### src/rtl/led_s2p.sv
`timescale 1ns/1ps
// led_s2p: serial-to-parallel receiver for the LED shift-chain protocol.
// Oversamples led_clk/led_sout/led_clrn/LED_PEN in the clk domain, shifts
// bits right on each led_clk rise and latches the word on each LED_PEN rise.
// There is no handshake: valid is a one-cycle strobe with no back-pressure,
// and par_out/frame_err are meaningful on the cycle valid is high.
module led_s2p #(
    parameter int DATA_BITS   = 16,
    parameter int INVERT      = 1,
    parameter int SYNC_STAGES = 2
) (
    input  logic                               clk,
    input  logic                               rst,
    input  logic                               led_clk,
    input  logic                               led_sout,
    input  logic                               led_clrn,
    input  logic                               LED_PEN,
    output logic [DATA_BITS-1:0]               par_out,
    output logic                               valid,
    output logic                               frame_err,
    output logic [$clog2(DATA_BITS+1)-1:0]     bit_cnt
);

    localparam int CW = $clog2(DATA_BITS + 1);
    localparam logic [CW-1:0] FULL = CW'(DATA_BITS);
    localparam logic [DATA_BITS-1:0] INV_MASK = (INVERT != 0) ? '1 : '0;

    logic [SYNC_STAGES-1:0] clk_sync;
    logic [SYNC_STAGES-1:0] sout_sync;
    logic [SYNC_STAGES-1:0] clrn_sync;
    logic [SYNC_STAGES-1:0] pen_sync;
    logic                   clk_d;
    logic                   pen_d;

    logic                   clk_s;
    logic                   sin;
    logic                   clrn_s;
    logic                   pen_s;
    logic                   clk_rise;
    logic                   pen_rise;

    logic [DATA_BITS-1:0]   sr;
    logic                   ovf;

    logic [DATA_BITS-1:0]   sr_next;
    logic [CW-1:0]          cnt_next;
    logic                   ovf_next;

    // Synchroniser chains plus one extra flop on led_clk/LED_PEN for edge detection
    always_ff @(posedge clk or negedge rst) begin
        if (!rst) begin
            clk_sync  <= '0;
            sout_sync <= '0;
            clrn_sync <= '0;
            pen_sync  <= '0;
            clk_d     <= 1'b0;
            pen_d     <= 1'b0;
        end else begin
            clk_sync  <= {clk_sync[SYNC_STAGES-2:0], led_clk};
            sout_sync <= {sout_sync[SYNC_STAGES-2:0], led_sout};
            clrn_sync <= {clrn_sync[SYNC_STAGES-2:0], led_clrn};
            pen_sync  <= {pen_sync[SYNC_STAGES-2:0], LED_PEN};
            clk_d     <= clk_sync[SYNC_STAGES-1];
            pen_d     <= pen_sync[SYNC_STAGES-1];
        end
    end

    assign clk_s    = clk_sync[SYNC_STAGES-1];
    assign sin      = sout_sync[SYNC_STAGES-1];
    assign clrn_s   = clrn_sync[SYNC_STAGES-1];
    assign pen_s    = pen_sync[SYNC_STAGES-1];
    assign clk_rise = clk_s & ~clk_d;
    assign pen_rise = pen_s & ~pen_d;

    // Post-shift view of the frame so a latch on the same cycle sees the new bit
    always_comb begin
        sr_next  = sr;
        cnt_next = bit_cnt;
        ovf_next = ovf;
        if (clk_rise) begin
            sr_next = {sin, sr[DATA_BITS-1:1]};
            if (bit_cnt == FULL) begin
                ovf_next = 1'b1;
            end else begin
                cnt_next = bit_cnt + CW'(1);
            end
        end
    end

    // Shift register, bit counter, latch and clear; clear overrides any edge
    always_ff @(posedge clk or negedge rst) begin
        if (!rst) begin
            sr        <= '0;
            ovf       <= 1'b0;
            bit_cnt   <= '0;
            par_out   <= '0;
            valid     <= 1'b0;
            frame_err <= 1'b0;
        end else begin
            valid     <= 1'b0;
            frame_err <= 1'b0;
            if (!clrn_s) begin
                sr      <= '0;
                bit_cnt <= '0;
                ovf     <= 1'b0;
            end else begin
                sr <= sr_next;
                if (pen_rise) begin
                    par_out   <= sr_next ^ INV_MASK;
                    valid     <= 1'b1;
                    frame_err <= (cnt_next != FULL) || ovf_next;
                    bit_cnt   <= '0;
                    ovf       <= 1'b0;
                end else begin
                    bit_cnt <= cnt_next;
                    ovf     <= ovf_next;
                end
            end
        end
    end

endmodule

### config.mk
export PLATFORM = sky130hd
export DESIGN_NAME = led_s2p
export DESIGN_NICKNAME = d
export VERILOG_FILES = /design/src/rtl/led_s2p.sv
export SDC_FILE = /design/constraint.sdc
export NUM_CORES = 1
export LEC_CHECK = 0
export ABC_AREA = 1
export BUFFER_PORTS_ARGS = -buffer_cell sky130_fd_sc_hd__buf_2
export CORE_MARGIN = 8
export CORE_UTILIZATION = 50
export CTS_BUF_LIST = sky130_fd_sc_hd__clkbuf_16
export CTS_CLUSTER_SIZE = 25
export DETAILED_ROUTE_END_ITERATION = 8
export PLACE_DENSITY = 0.72
export REMOVE_ABC_BUFFERS = 1
export SLEW_MARGIN = 30
export SYNTH_ARGS = -nofsm -noshare
export SYNTH_HDL_FRONTEND = slang
export SYNTH_SLANG_ARGS = --single-unit
### constraint.sdc
create_clock -name clk -period 1.2 [get_ports clk]
set_input_delay 0.12 -clock clk [delete_from_list [all_inputs] [get_ports clk]]
set_output_delay 0.12 -clock clk [all_outputs]
set_load 0.005 [all_outputs]
==> results.md <==
* Reg power frac at 47.3%
* Vias in the first global route at about 1.5k
* Number of flops mapped to enable cells by yosys at 0
* Layout overhead on the synthesized area at 43.4%
* I/O Buffers at 28
* Share of layout cells above drive strength 1 at 41.8%
* Setup crit end kind: register
* Setup ws final at -119 ps
* Placeable Area at 3910 um^2
* Max-slew headroom at 78.0%
* Worst skew pair latency at just under 300 ps
* Total internal power at just over 3000 uW
* Peak Freq at ~0.76 GHz
* Post-synth ARST share at between 90% and 100%
* Status: finished with violations
* CTS Root Cell: clkbuf_16
* Clock sinks at 50
* Clock share of power at around 40%
* Worst setup SP type: register
* Drt total wl at 4.39 mm
* Synth Warn # at 0
* Synthesized area per cell at roughly 10 um^2
* Initial antenna violation count at 0
* Largest net degree at the start of global routing at between 50 and 60
* Drt drc at 0
* P per Cell Area at 1380 nW/um^2
* Worst r2r path cells at 7
* Mapped Cells at between 150 and 200
* Leak pwr at between 0.001 and 0.0015 uW
* Total power at about 3900 uW
* Die area at about 6300 um^2
* Die X at 79.2 um
* Routed vias/inst at around 4.9
* Row count at 23
* Final Skew at between 8 and 9 ps
* CTS max path bufs at 2
* Vias after detailed routing at between 1k and 1.5k
* Post-synth top cells: nand2_1 (66), dfrtp_1 (50), nor2_1 (23), mux2i_1 (14), inv_1 (12)
* Critical R2R Launch: bit_cnt[0]$_DFF_PN0_
* Starting density of the core at 51.0%
* Die H at 79.2 um
* Register area share after synthesis at a little over three fifths
* Critical R2R Capture: frame_err$_DFF_PN0_
* Layout Utilization at between 70% and 80%
* Cell Area, Placed at around 2300 um^2
* Post-synth top area share at 62.7%
* Worst-path clk slew at roughly 70 ps
* Worst EP required at 1360 ps
* Tmin final at between 1000 and 1500 ps
* R2r setup slk at -120 ps
* Net Sw Frac at a little under a quarter
* Final Hold Viols at 0
* Slew @ Worst Pin at approximately 330 ps
* DP Worst Slack at -174 ps
* HP Class: in -> async
* WP data arrival at 1480 ps
* First-pass GRT wire length at ~6.4 mm
* Most frequent cell after synthesis: nand2_1
* Seq cells post-synth at 50
* CTS tree: done
* Maximum vdd drop at approximately 0.0011 V
* Crit Path Max Fanout at 3
* Violated checks: setup timing
* Wirelength per Cell at approximately 15 um
* Max-Cap Viols at 0
* Filler cell count at roughly 270
* Htree depth at 2
* Global route overflow at 0
* Distinct cell type count after synthesis at 23
* RSZ-0062 raised after global routing: yes
* DR pass1 iterations at 4
* Final #Nets at between 200 and 300
* GPL Wtd Cong at around 0.81
* Primary FF master, synth: dfrtp_1
* Worst setup path class: reg -> reg
* Synth top area cells: dfrtp_1 (63%), nand2_1 (12%), mux2i_1 (7.0%)
* Fin crit share at 110%
* Setup TNS at -470 ps
* Combinational power share at 12.4%
* Finish-stage setup viols at 18
* Synthesized cell area at ~2000 um^2
* NetSw at around 900 uW
* Cell taking the most area after synthesis: dfrtp_1
* I/O Pins at 29
* HPWL Detailed at between 2 and 2.5 mm
* Initial DRC Count at 66
* Cts bufs inserted at 5
* Antenna diodes at 0
* Final ANT Viol Nets at 0
* GR Util All Layers at about an eighth
* Max-slew violations at 0
* Fin area at around 2900 um^2
-- logic make-up (layout without fill, tap and decap cells) --
| kind of cell | Yosys count | count (layout) | share of synthesized area (%) |
|---|---|---|---|
| AOI/OAI and AO/OA | 8 | 8 | 2.51 |
| adders and majority gates | 2 | 2 | 1.25 |
| buffers and inverters | 20 | 77 | 5.45 |
| DFF | 50 | 50 | 62.7 |
| muxes | 14 | 14 | 7.02 |
| and+or+nand+nor | 100 | 100 | 21.1 |
-- per-layer routing --
layer	track usage [%]	part of all wire [%]
met5	0	0
met4	5.00	1.9
met3	4.51	4.0
met2	22.8	53
met1	14.3	41
-- critical path, stage by stage, from the launching register on --
cell and delay (ps):
dfrtp_1 410, ha_2 220, nand3_4 100, nand2_2 60, nand2_2 80, nand4_1 140, nor2_2 120, a21oi_2 60
-- registers in the layout, indices dropped and copies added, names as in the netlist, 2 cells and up --
register   count
par_out       16
sr            16
bit_cnt        5
clk_sync       2
clrn_sync      2
pen_sync       2
sout_sync      2
-- per-stage QoR --
stage / hold slack (ps) / std cells
2_1_floorplan: -176 / 189
3_3_place_gp: 122 / 281
3_5_place_dp: 124 / 281
4_1_cts: 351 / 297
5_1_grt: 353 / 301
6_report: 338 / 301
-- layout by cell type (no fill, tap or decap), types with 2 or more instances in the layout --
cell type       n
buf_6           4
a21oi_2         2
dlygate4sd3_1   5
buf_2          28
nor2_1         19
o21ai_2         2
buf_12          4
nand2_1        57
nor2_2          3
inv_1           7
nand3_2         3
clkbuf_16       6
nand4_1         2
nand2_2         9
inv_2           7
nor2_4          3
mux2i_4        13
dfrtp_1        49
a21oi_1         2
buf_4          12
-- worst max path at each step --
stage                     depth (start not counted)             endpoint                 start
after global placement                            8  frame_err$_DFF_PN0_  bit_cnt[0]$_DFF_PN0_
after CTS                                         8  frame_err$_DFF_PN0_  bit_cnt[1]$_DFF_PN0_
after detailed placement                          8  frame_err$_DFF_PN0_  bit_cnt[0]$_DFF_PN0_
after global routing                             10  frame_err$_DFF_PN0_  bit_cnt[1]$_DFF_PN0_
after floorplan                                   8  frame_err$_DFF_PN0_  bit_cnt[0]$_DFF_PN0_
final                                             7  frame_err$_DFF_PN0_  bit_cnt[0]$_DFF_PN0_
-- cell type report --
cell class | instances | area (um^2) | share of cell area, %
clock inverters | 3 | 42.5 | 1.49
flip-flops and latches | 50 | 1250 | 43.7
clock buffers | 5 | 125 | 4.37
repair buffers | 54 | 430 | 15.0
multi-input cells | 124 | 892 | 31.1
well taps | 50 | 62.6 | 2.18
inverters | 15 | 58.8 | 2.05
-- repair_timing --
| action | in CTS | in global routing |
|---|---|---|
| resized for setup | 13 | 48 |
| pin swaps | 6 | 6 |
| hold endpoints to repair | 54 | 0 |
| buffers inserted | 3 | 4 |
| hold buffers | 5 | 0 |
| gates cloned | 0 | 1 |
| setup endpoints to repair | 21 | 31 |
-- power groups by stage --
stage / Combinational, uW / Clock [uW] / Sequential, uW
floorplan: 160 / 0 / 1900
global placement: 386 / 0 / 1890
detailed placement: 394 / 0 / 1890
CTS: 432 / 1610 / 1860
global route: 550 / 1680 / 1880
finish: 491 / 1590 / 1870
Note: power is estimated with default switching activity, not from simulation.
